==> src/rtl/reset_sequencer.sv <==
// -----------------------------------------------------------------------------
// reset_sequencer
//
// Purpose:
//   One instance per clock domain. Synchronises the combined reset condition
//   (external reset OR PLL not locked) into the clk domain through a
//   SYNC_STAGES-deep chain. It then holds reset for HOLD_CYCLES edges and
//   releases NUM_OUT active-low resets one at a time, index 0 first, with
//   STEP_CYCLES edges between releases. An optional synchronous software
//   request restarts the hold/release sequence without touching the
//   synchroniser.
//
// Configuration macro:
//   RESET_SEQ_SW_REQ_EN  defined     -> sw_rst_req is honoured
//                        not defined -> sw_rst_req is ignored (port kept)
//
// Parameters:
//   SYNC_STAGES  synchroniser depth (>=2)
//   NUM_OUT      number of sequenced reset outputs (>=1)
//   HOLD_CYCLES  edges reset stays asserted after sync_ok rises (>=1)
//   STEP_CYCLES  edges between successive output releases (>=1)
//
// Ports:
//   clk            in   1        clock
//   rst_condition  in   1        asynchronous, active-high reset condition
//   sw_rst_req     in   1        synchronous software reset request (level)
//   rst_n_out      out  NUM_OUT  sequenced resets, active-low,
//                                async assert / sync release
//   rst_done       out  1        high once every rst_n_out bit is released
//   seq_state      out  2        FSM state: 0 ASSERT, 1 HOLD, 2 RELEASE, 3 RUN
// -----------------------------------------------------------------------------
module reset_sequencer #(
  parameter int SYNC_STAGES = 2,
  parameter int NUM_OUT     = 3,
  parameter int HOLD_CYCLES = 16,
  parameter int STEP_CYCLES = 8
) (
  input  logic               clk,
  input  logic               rst_condition,
  input  logic               sw_rst_req,
  output logic [NUM_OUT-1:0] rst_n_out,
  output logic               rst_done,
  output logic [1:0]         seq_state
);

  localparam int CNT_MAX = (HOLD_CYCLES > STEP_CYCLES) ? HOLD_CYCLES : STEP_CYCLES;
  localparam int CW      = $clog2(CNT_MAX + 1);
  localparam int IW      = (NUM_OUT > 1) ? $clog2(NUM_OUT) : 1;

  localparam logic [CW-1:0] HOLD_LAST = CW'(HOLD_CYCLES - 1);
  localparam logic [CW-1:0] STEP_LAST = CW'(STEP_CYCLES - 1);
  localparam logic [CW-1:0] CNT_ZERO  = CW'(0);
  localparam logic [CW-1:0] CNT_ONE   = CW'(1);
  localparam logic [IW-1:0] IDX_ZERO  = IW'(0);
  localparam logic [IW-1:0] IDX_ONE   = IW'(1);
  localparam logic [IW-1:0] IDX_LAST  = IW'(NUM_OUT - 1);

  typedef enum logic [1:0] {
    ST_ASSERT  = 2'd0,
    ST_HOLD    = 2'd1,
    ST_RELEASE = 2'd2,
    ST_RUN     = 2'd3
  } state_t;

  logic [SYNC_STAGES-1:0] sync_r;
  logic                   sync_ok_s;
  logic                   sync_pre_s;
  logic                   sw_req_s;

  state_t                 state_r;
  state_t                 state_nxt_s;
  logic [CW-1:0]          cnt_r;
  logic [CW-1:0]          cnt_nxt_s;
  logic [IW-1:0]          idx_r;
  logic [IW-1:0]          idx_nxt_s;
  logic [NUM_OUT-1:0]     rst_n_r;
  logic [NUM_OUT-1:0]     rst_n_nxt_s;
  logic                   done_r;
  logic                   done_nxt_s;
  logic [NUM_OUT-1:0]     release_mask_s;

`ifdef RESET_SEQ_SW_REQ_EN
  assign sw_req_s = sw_rst_req;
`else
  // Port is kept for a uniform interface; the request has no effect.
  logic unused_sw_rst_req;
  assign unused_sw_rst_req = sw_rst_req;
  assign sw_req_s          = 1'b0;
`endif

  // Reset synchroniser: shifts in ones once rst_condition is low.
  always_ff @(posedge clk or posedge rst_condition) begin
    if (rst_condition) begin
      sync_r <= '0;
    end else begin
      sync_r <= {sync_r[SYNC_STAGES-2:0], 1'b1};
    end
  end

  assign sync_ok_s  = sync_r[SYNC_STAGES-1];
  // The stage before sync_ok tells us sync_ok rises on this edge. Entering
  // HOLD on that same edge makes the hold window count HOLD_CYCLES edges
  // from the rise of sync_ok, the same as a software restart does.
  assign sync_pre_s = sync_r[SYNC_STAGES-2];

  // One-hot mask for the output bit that the current idx would release.
  always_comb begin
    release_mask_s = '0;
    for (int k = 0; k < NUM_OUT; k++) begin
      release_mask_s[k] = (idx_r == IW'(k));
    end
  end

  // Sequencer state and output registers; rst_condition clears everything.
  always_ff @(posedge clk or posedge rst_condition) begin
    if (rst_condition) begin
      state_r <= ST_ASSERT;
      cnt_r   <= CNT_ZERO;
      idx_r   <= IDX_ZERO;
      rst_n_r <= '0;
      done_r  <= 1'b0;
    end else begin
      state_r <= state_nxt_s;
      cnt_r   <= cnt_nxt_s;
      idx_r   <= idx_nxt_s;
      rst_n_r <= rst_n_nxt_s;
      done_r  <= done_nxt_s;
    end
  end

  // Next-state, counter, index and output computation.
  always_comb begin
    state_nxt_s = state_r;
    cnt_nxt_s   = cnt_r;
    idx_nxt_s   = idx_r;
    rst_n_nxt_s = rst_n_r;
    done_nxt_s  = done_r;

    case (state_r)
      ST_ASSERT: begin
        rst_n_nxt_s = '0;
        done_nxt_s  = 1'b0;
        cnt_nxt_s   = CNT_ZERO;
        idx_nxt_s   = IDX_ZERO;
        if (sync_pre_s) begin
          state_nxt_s = ST_HOLD;
        end else begin
          state_nxt_s = ST_ASSERT;
        end
      end

      ST_HOLD: begin
        if (sw_req_s) begin
          // A held request pins the counter at zero.
          state_nxt_s = ST_HOLD;
          cnt_nxt_s   = CNT_ZERO;
          idx_nxt_s   = IDX_ZERO;
          rst_n_nxt_s = '0;
          done_nxt_s  = 1'b0;
        end else if (!sync_ok_s) begin
          // Only possible on the entry edge; wait for the synchroniser.
          cnt_nxt_s = cnt_r;
        end else if (cnt_r == HOLD_LAST) begin
          rst_n_nxt_s[0] = 1'b1;
          cnt_nxt_s      = CNT_ZERO;
          if (NUM_OUT == 1) begin
            state_nxt_s = ST_RUN;
            done_nxt_s  = 1'b1;
            idx_nxt_s   = IDX_ZERO;
          end else begin
            state_nxt_s = ST_RELEASE;
            idx_nxt_s   = IDX_ONE;
          end
        end else begin
          cnt_nxt_s = cnt_r + CNT_ONE;
        end
      end

      ST_RELEASE: begin
        if (sw_req_s) begin
          state_nxt_s = ST_HOLD;
          cnt_nxt_s   = CNT_ZERO;
          idx_nxt_s   = IDX_ZERO;
          rst_n_nxt_s = '0;
          done_nxt_s  = 1'b0;
        end else if (!sync_ok_s) begin
          cnt_nxt_s = cnt_r;
        end else if (cnt_r == STEP_LAST) begin
          rst_n_nxt_s = rst_n_r | release_mask_s;
          cnt_nxt_s   = CNT_ZERO;
          if (idx_r == IDX_LAST) begin
            state_nxt_s = ST_RUN;
            done_nxt_s  = 1'b1;
            idx_nxt_s   = IDX_ZERO;
          end else begin
            idx_nxt_s = idx_r + IDX_ONE;
          end
        end else begin
          cnt_nxt_s = cnt_r + CNT_ONE;
        end
      end

      ST_RUN: begin
        if (sw_req_s) begin
          state_nxt_s = ST_HOLD;
          cnt_nxt_s   = CNT_ZERO;
          idx_nxt_s   = IDX_ZERO;
          rst_n_nxt_s = '0;
          done_nxt_s  = 1'b0;
        end else begin
          state_nxt_s = ST_RUN;
        end
      end

      default: begin
        state_nxt_s = ST_ASSERT;
        cnt_nxt_s   = CNT_ZERO;
        idx_nxt_s   = IDX_ZERO;
        rst_n_nxt_s = '0;
        done_nxt_s  = 1'b0;
      end
    endcase
  end

  assign rst_n_out = rst_n_r;
  assign rst_done  = done_r;
  assign seq_state = state_r;

endmodule
==> config.mk <==
export PLATFORM = sky130hd
export DESIGN_NAME = reset_sequencer
export DESIGN_NICKNAME = d
export VERILOG_FILES = /design/src/rtl/reset_sequencer.sv
export SDC_FILE = /design/constraint.sdc
export NUM_CORES = 1
export LEC_CHECK = 0
export ABC_AREA = 1
export BUFFER_PORTS_ARGS = -buffer_cell sky130_fd_sc_hd__buf_2
export CAP_MARGIN = 15
export CORE_ASPECT_RATIO = 1.2
export CORE_UTILIZATION = 25
export DETAILED_ROUTE_END_ITERATION = 8
export GPL_TIMING_DRIVEN = 0
export SLEW_MARGIN = 20
export SYNTH_ARGS = -nofsm -noshare
export SYNTH_HDL_FRONTEND = slang
export SYNTH_SLANG_ARGS = --single-unit
==> constraint.sdc <==
create_clock -name clk -period 3.66 [get_ports clk]
set_input_delay 0.366 -clock clk [delete_from_list [all_inputs] [get_ports clk]]
set_output_delay 0.366 -clock clk [all_outputs]
set_load 0.005 [all_outputs]
Yosys cells after proc, flatten, opt, wreduce, memory -nomap -nowiden
Cells that the tools add are included.
- bits in registers: 15
- bits in latches: 0
- RAM bits: 0
- ROM bits: 0
- word-level logic and storage cells: 60
- memories: 0
- add/subtract/negate cells: 2
- $mul: 0
- div/mod/pow operators: 0
- $lt $le $gt $ge: 0
- equal/unequal tests: 12
- shifts and indexed selects: 0
- multiplexer cells: 27
- bitwise operators: 4
- reductions and logical operators: 8
- operators by type and width (operator ; count):
    2-bit two-way mux ; 10
    5-bit two-way mux ; 4
    5-bit case mux with 3 select lines ; 1
    2-bit inequality test (second input constant) ; 5
    5-bit AND reduction ; 2
    3-bit case mux with 3 select lines ; 1
    2-bit case mux with 4 select lines ; 1
    4-bit AND reduction ; 2
    2-bit == test (second input constant) ; 3
    1-bit two-way mux ; 6
    3-bit two-way mux ; 2
    2-bit case mux with 3 select lines ; 1
    5-bit by 1-bit adder with 5-bit output (second input constant) ; 1
    5-bit by 3-bit == test with 1-bit output (second input constant) ; 1
    5-bit by 4-bit == test with 1-bit output (second input constant) ; 1
    2-bit by 1-bit == test with 1-bit output (second input constant) ; 2
    2-bit zero test ; 2
    1-bit NOT ; 3
    3-bit bitwise OR ; 1
    3-bit AND reduction ; 1
    2-bit by 1-bit adder with 2-bit output (second input constant) ; 1
    1-bit case mux with 2 select lines ; 1
    2-bit OR reduction ; 1

Logic depth before layout (Yosys ltp)
Gate-level depths: netlist of the first run.
- depth after elaboration: 5
- gate-level depth with buffers: 10
- depth with buffers taken out: 10

Worst setup path before layout of the first run
OpenSTA, ideal clock, no wires.
- path type: flip-flop to flip-flop
- from: reg cnt_r[0]
- to: reg state_r[1], in the netlist seq_state[1]
- library setup time: 0.120 ns
- arrival: 1.318 ns
- data required time: 3.540 ns
- slack: 2.222 ns
- cell stages (with the launch flop): 11
- buffers on the path: 0
- clock period less this slack: 1.438 ns
- cell sequence: dfrtp_1 -> ha_1 -> nand2_1 -> nor2_1 -> ha_1 -> nor2_1 -> inv_2 -> nand2_8 -> inv_2 -> nand3_1 -> nand2_1
- word-level cells in the longest chain between the ends: 3
- elaborated cells on any way between the ends: 5
- those cells by class: eq/ne (4); reduce/logical (1)
- RTL lines (item ; RTL line ; source):
    start: declaration ; 72 ; logic [CW-1:0] cnt_r;
    start signal: assignment ; 124 ; cnt_r <= cnt_nxt_s;
    5-bit by 4-bit == test with 1-bit output or 5-bit by 3-bit == test with 1-bit output (tied branches) ; 163, 188 ;
    2-bit inequality test (no source line) ; - ;
    5-bit AND reduction (no source line) * ; - ;
    end signal: assignment ; 123 ; state_r <= state_nxt_s;
    end: declaration ; 70 ; state_t state_r;
Mark *: on every way between the ends. The rest lies on a longest branch, timed or not.
A chain may end at the register's enable or synchronous reset.

Worst setup path in the final report of the first run
- from: reg cnt_r[0]
- to: reg state_r[0], in the netlist seq_state[0]
The elaborated chain is that of the path after synthesis.

==> results of run 1 <==
routing by layer:
layer  up-vias  part of all wire (%)
met5         -                     0
met4         0                   3.3
met3         4                   3.1
met2        13                    47
met1       355                    46
li1        418                     -
final cells by class:
class,instances,area share (%)
multi-input combinational,92,46.7
sequential,15,32.9
inverter,21,7.02
tap,52,5.70
clock buffer,4,3.95
timing repair buffer,7,3.07
buffer,1,0.658
power breakdown:
group	total, mW	leakage, nW	internal [mW]	switching [mW]
Combinational	0.477	0.380	0.172	0.305
Clock	0.132	0.0228	0.0770	0.0552
Sequential	0.240	0.198	0.204	0.0363
Total	0.849	0.600	0.453	0.396
metrics by stage:
step | instances | hold slack, ns | worst slack (ns) | util, % | area [µm²]
floorplan | 129 | 0.267 | 2.22 | - | 996
global placement | 188 | 0.365 | 2.12 | 29.4 | 1100
detailed placement | 188 | 0.369 | 2.13 | 29.4 | 1100
CTS | 192 | 0.191 | 2.11 | 30.6 | 1140
global route | 192 | 0.226 | 1.98 | 30.6 | 1140
finish | 192 | 0.166 | 2.11 | 30.6 | 1140
worst min path at each step:
stage / endpoint
floorplan: cnt_r[0]$_DFFE_PP0P_
global placement: sync_r[1]$_DFF_PP0_
detailed placement: sync_r[1]$_DFF_PP0_
CTS: rst_n_out[2]$_DFFE_PP0P_
global route: rst_n_out[1]$_DFFE_PP0P_
finish: rst_n_out[2]$_DFFE_PP0P_
critical path: cells and delay by family (launching register included):
kind	cells	cell delay, ns
simple gates	6	0.47
fa+ha+maj	2	0.41
buf+inv	2	0.12
flops	1	0.43
logic make-up (layout without fill, tap and decap cells):
kind of cell	Yosys count	in the layout	synth area share (%)
fa+ha+maj	8	8	10.1
flops	15	15	37.7
simple gates	71	71	36.7
buf+inv	22	33	8.79
compound gates	12	12	6.41
other cells	1	1	0.377
flip-flops by register name, summed over array words and instances, names as in the netlist:
| register | flops |
|---|---|
| sync_r | 2 |
| seq_state | 2 |
| cnt_r | 5 |
| rst_done | 1 |
| idx_r | 2 |
| rst_n_out | 3 |
cells in the final DEF (no fill, tap or decap), types with 2 or more instances in the layout:
cell type,Yosys,layout
dfrtp_1,15,15
nor2_1,10,10
clkbuf_8,0,3
ha_1,8,8
o21ai_0,5,5
inv_2,5,5
nand3_1,7,7
nand2_2,3,3
a21oi_1,4,4
nand3b_1,2,2
nand2_1,40,40
nand2_8,2,2
inv_1,15,15
buf_2,0,7
o21ai_1,2,2
nor2_2,2,2
==> reports/qor.yml, run 1 <==
outcome:
  outcome: "completed"
grt:
  grt_max_degree: 16
  grt_pass1_wl_um: 3050
  use_met3_pct: 2.74
  grt_use_met2_pct: 15.7
  use_met1_pct: 11.2
  grt_overflow: 0
  first_global_vias: 724
  antenna_found_initial: 0
  grt_usage_pct: 10.0
  top_usage_layer: "met2"
cells_and_area:
  area_growth_pct: 14.6
  nets: 152
  multiInputGateArea_um2: 533
  antenna-diode-count: 0
  drive_gt1_share_pct: 20.7
  seqCellArea_um2: 375
  fillerInstances: 421
placed_design:
  io_buffers: 7
  dp.final_hpwl_um: 1360
  place.gp.congestion: 0.771
synthesis:
  ys_seq_area_share_pct: 37.7
  synth_top_area_share_pct: 37.7
  ys.warnings.count: 0
  synth.distinct_cells: 23
  synth_flop_cell: "dfrtp_1"
  yosys-top-cells-count: "40 x nand2_1, 15 x dfrtp_1, 15 x inv_1"
  synth.most_common_cell: "nand2_1"
  syn-num-nets: 140
  synth_top_cell_by_area: "dfrtp_1"
  synth-edff-count: 0
  async_flop_share_pct: 100
  ys_seq_elements: 15
  synthTopCellsByArea: "dfrtp_1 38%, nand2_1 15%, ha_1 10%, inv_1 5.7%, nand2_8 4.0%"
  avgSynthCellArea_um2: 7.72
  synth_area_um2: 996
  synth_cells: 129
floorplan:
  core_area_um2: 3720
  die_y_um: 71.1
  rows: 24
  dieArea_um2: 4240
  start_util_pct: 26.7
  ios: 9
  die_x_um: 59.6
worst_setup_path:
  r2r_cells: 10
  r2r_slack_ns: 2.11
  cp_data_required_time_ns: 3.79
  crit_start: "cnt_r[0]$_DFFE_PP0P_"
  worstPathArrival_ns: 1.68
  crit_path_top_delay_cell: "dfrtp_1"
  worst_setup_path_start_kind: "register"
  worstSetupPathType: "reg -> reg"
  path_cells: "ha_1 > nand2_1 > nor2_1 > ha_1 > nor2_1 > inv_2 > nand2_8 > inv_2 > nand3_1 > nand2_1"
  r2r_end: "seq_state[0]$_DFFE_PP0P_"
  max_stage_delay_ns: 0.43
  crit_path_end: "seq_state[0]$_DFFE_PP0P_"
  rr_startpoint: "cnt_r[0]$_DFFE_PP0P_"
  crit_fanout: 7
  end_kind: "register"
route:
  firstDrtPassIters: 4
  drc: 0
  drt_iter0_drc: 24
  ant_nets: 0
  drt-wirelength-per-cell_um: 9.11
  vias: 790
  vias_per_cell: 4.11
  totalWireLength_um: 1750
timing:
  fin_crit_ns: 1.55
  timing.final.crit_share_pct: 42.3
  slew_headroom_pct: 62.2
  tightest_slew_ns: 0.567
  rsz0062_at_grt: "no"
  max_freq_mhz: 646
  finalSetupViolCount: 0
  hold_viol_final: 0
  finalSetupTns_ns: 0
  maxSlewViolCount: 0
  skew_ns: 0.00250
power_and_ir_drop:
  leakagePower_nw: 0.600
  power.total_mw: 0.849
  powerDensity_nw_per_um2: 744
  vdd_drop_max_v: 0.000163
cts:
  cts.sinks: 15
  cts_inserted_buffers: 3
  cts_buffer_depth: 2
  cts_tree: "yes"
  cts-root-buf: "clkbuf_8"
  hold_buffers: 0
  post_cts_resized: 0
  htreeDepth: 1
  path_clk_slew_ns: 0.06
  clk_latency_ns: 0.24
  cts_setup_buffers: 0
min_path:
  hp-class: "in -> async"
job:
  drv_cap: 0
Note: power is estimated with default switching activity, not from simulation.
==> inputs of run 2 (changes only) <==
--- a/config.mk
+++ b/config.mk
@@ -5,7 +5,7 @@
 export SDC_FILE = /design/constraint.sdc
 export NUM_CORES = 1
 export LEC_CHECK = 0
-export ABC_AREA = 1
+export ABC_AREA = 0
 export BUFFER_PORTS_ARGS = -buffer_cell sky130_fd_sc_hd__buf_2
 export CAP_MARGIN = 15
 export CORE_ASPECT_RATIO = 1.2
==> constraint.sdc (replaced) <==
create_clock -name clk -period 1.3 [get_ports clk]
set_input_delay 0.13 -clock clk [delete_from_list [all_inputs] [get_ports clk]]
set_output_delay 0.13 -clock clk [all_outputs]
set_load 0.005 [all_outputs]
==> reports/qor.yml, run 2 <==
synthesis:
  ys_seq_elements: 15  # unchanged
  syn-num-nets: 94  # -33%
  ys_seq_area_share_pct: 44.6  # +6.9 points
  synth_area_um2: 842  # -15%
  synthTopCellsByArea: "dfrtp_1 45%, ha_1 12%, inv_1 4.5%, mux2i_1 3.6%, nand2_1 3.6%"
  yosys-top-cells-count: "15 x dfrtp_1, 10 x inv_1, 8 x ha_1, 8 x nand2_1"
  synth-edff-count: 0  # unchanged
  synth_top_area_share_pct: 44.6  # +6.9 points
  synth.most_common_cell: "dfrtp_1"
  avgSynthCellArea_um2: 10.1  # +31%
  synth_flop_cell: "dfrtp_1"
  synth.distinct_cells: 29  # +26%
  async_flop_share_pct: 100  # unchanged
  synth_cells: 83  # -36%
  ys.warnings.count: 0  # unchanged
  synth_top_cell_by_area: "dfrtp_1"
worst_setup_path:
  cp_data_required_time_ns: 1.48  # -2.31 ns
  worst_setup_path_start_kind: "register"
  worstPathArrival_ns: 1.92  # +0.24 ns
  end_kind: "register"
  crit_fanout: 8  # +1
  worstSetupPathType: "reg -> reg"
route:
  drt-wirelength-per-cell_um: 14.0  # +53%
  ant_nets: 0  # unchanged
  drt_iter0_drc: 9  # -63%
  firstDrtPassIters: 4  # unchanged
  vias: 708  # -10%
  drc: 0  # unchanged
  totalWireLength_um: 2000  # +14%
  vias_per_cell: 4.95  # +20%
timing:
  hold_viol_final: 0  # unchanged
  skew_ns: 0.0139  # +0.0114 ns
  finalSetupViolCount: 13  # +13
  timing.final.crit_share_pct: 134  # +91 points
  tightest_slew_ns: 0.600  # +0.0335 ns
  setup_slack_ns: -0.439  # -2.55 ns
  fin_crit_ns: 1.74  # +0.191 ns
  max_freq_mhz: 575  # -11%
  rsz0062_at_grt: "yes"
  worst_hold_slack_ns: 0.377  # +0.212 ns
  maxSlewViolCount: 0  # unchanged
  slew_headroom_pct: 59.9  # -2.2 points
cells_and_area:
  nets: 119  # -22%
  drive_gt1_share_pct: 43.0  # +22 points
  antenna-diode-count: 0  # unchanged
  area_growth_pct: 41.5
  mostFrequentLayoutCell: "dfrtp_1"
  final_cell_mix: "13 x dfrtp_1, 10 x buf_4, 9 x inv_1, 7 x nand2_1, 7 x buf_2"
  largest_reg_flops: 5  # unchanged
  top_register: "cnt_r"
grt:
  grt_overflow: 0  # unchanged
  grt_max_degree: 16  # unchanged
  grt_usage_pct: 13.2  # +3.2 points
  first_global_vias: 797  # +10%
  antenna_found_initial: 0  # unchanged
  grt_pass1_wl_um: 3520  # +15%
cts:
  path_clk_slew_ns: 0.10  # +0.04 ns
  cts-root-buf: "clkbuf_4"
  cts_buffer_depth: 2  # unchanged
  clk_latency_ns: 0.28  # +0.04 ns
  cts_inserted_buffers: 3  # unchanged
  cts_tree: "yes"
  cts.sinks: 15  # unchanged
  htreeDepth: 1  # unchanged
floorplan:
  ios: 9  # unchanged
  rows: 22  # -8.3%
  die_x_um: 55.0  # -7.8%
  dieArea_um2: 3610  # -15%
  core_area_um2: 3140  # -16%
  die_y_um: 65.6  # -7.8%
  start_util_pct: 26.8  # +0.087 points
power_and_ir_drop:
  powerDensity_nw_per_um2: 1190  # +60%
  leakagePower_nw: 0.523  # -13%
  power.total_mw: 1.42  # +67%
  vdd_drop_max_v: 0.000817  # +400%
placed_design:
  place.gp.congestion: 0.755  # -2.0%
  place_ws_ns: -0.516  # -2.64 ns
  dp.final_hpwl_um: 1270  # -7.1%
  io_buffers: 7  # unchanged
job:
  drv_cap: 0  # unchanged
outcome:
  outcome: "finished with violations"
  violations: "setup timing"
min_path:
  hp-class: "reg -> reg"
run 2: cell count changes in the layout (fill, tap and decap cells not counted), moves of 4 or more:
| cell | change |
|---|---|
| buf_4 | +9 |
| inv_1 | -6 |
| nand2_1 | -33 |
| nor2_1 | -6 |
| inv_2 | -4 |
| nand3_1 | -5 |
| ha_1 | -6 |
run 2: logic make-up after synthesis:
family,after synthesis,share of synthesized area (%)
compound gates,20,16.6
fa+ha+maj,8,11.9
mux,4,5.35
simple gates,25,16.6
buf+inv,10,4.46
flops,15,44.6
other cells,1,0.445
run 2: layout make-up:
class | instances | area, µm²
fillers | 335 | 1950
flip-flops and latches | 15 | 378
well taps | 36 | 45.0
inverters | 10 | 37.5
repair buffers | 20 | 143
clock inverters | 1 | 5.00
clock buffers | 3 | 22.5
multi-input cells | 58 | 561
run 2: final timing paths:
| kind | from | endpoint | slack [ns] | cells past startpoint |
|---|---|---|---|---|
| setup / recovery | seq_state[1]$_DFFE_PP0P_ | idx_r[1]$_DFFE_PP0P_ | -0.44 | 5 |
| hold / removal | sync_r[0]$_DFF_PP0_ | sync_r[1]$_DFF_PP0_ | 0.38 | 0 |
| setup reg to reg | seq_state[1]$_DFFE_PP0P_ | idx_r[1]$_DFFE_PP0P_ | -0.44 | 5 |
| hold reg to reg | sync_r[0]$_DFF_PP0_ | sync_r[1]$_DFF_PP0_ | 0.38 | 0 |
| max in group asynchronous | rst_condition | cnt_r[1]$_DFFE_PP0P_ | 0.42 | 3 |
| min in group asynchronous | rst_condition | rst_n_out[2]$_DFFE_PP0P_ | 0.44 | 3 |
run 2: what timing repair did:
action | in CTS | in global routing
gates cloned | 0 | 0
hold buffers | 1 | 0
gates resized for setup | 12 | 7
endpoints found under the hold margin | 15 | 0
endpoints found under the setup margin | 13 | 13
setup buffers | 10 | 2
pin swaps | 7 | 5
run 2: power breakdown:
part / total, mW / switching (mW) / internal (mW)
Clock: 0.263 / 0.149 / 0.114
Sequential: 0.597 / 0.0662 / 0.530
Combinational: 0.561 / 0.275 / 0.287
Total: 1.42 / 0.490 / 0.931
run 2: critical path, stage by stage (launching register included):
cell      delay (ns)
dfrtp_1         0.39
inv_1           0.10
ha_2            0.25
a21boi_2        0.19
or3_4           0.39
mux2_4          0.30
run 2: through the flow:
step                utilization, %  instance area, µm²  cells  TNS [ns]
floorplan                        -                 873     83     -1.87
global placement              30.4                 953    126     -3.91
detailed placement            30.4                 953    126     -4.44
CTS                           35.9                1130    141     -4.22
global route                  38.0                1190    143     -5.19
finish                        38.0                1190    143     -4.15
run 2: layer usage:
metal	wire length (µm)	part of all wire, %	vias up	global-route usage (%)
met5	0	0	-	0
met4	43	2.2	0	7.50
met3	30	1.5	4	1.39
met2	1100	55	9	21.7
met1	828	41	354	16.2
li1	-	-	341	-
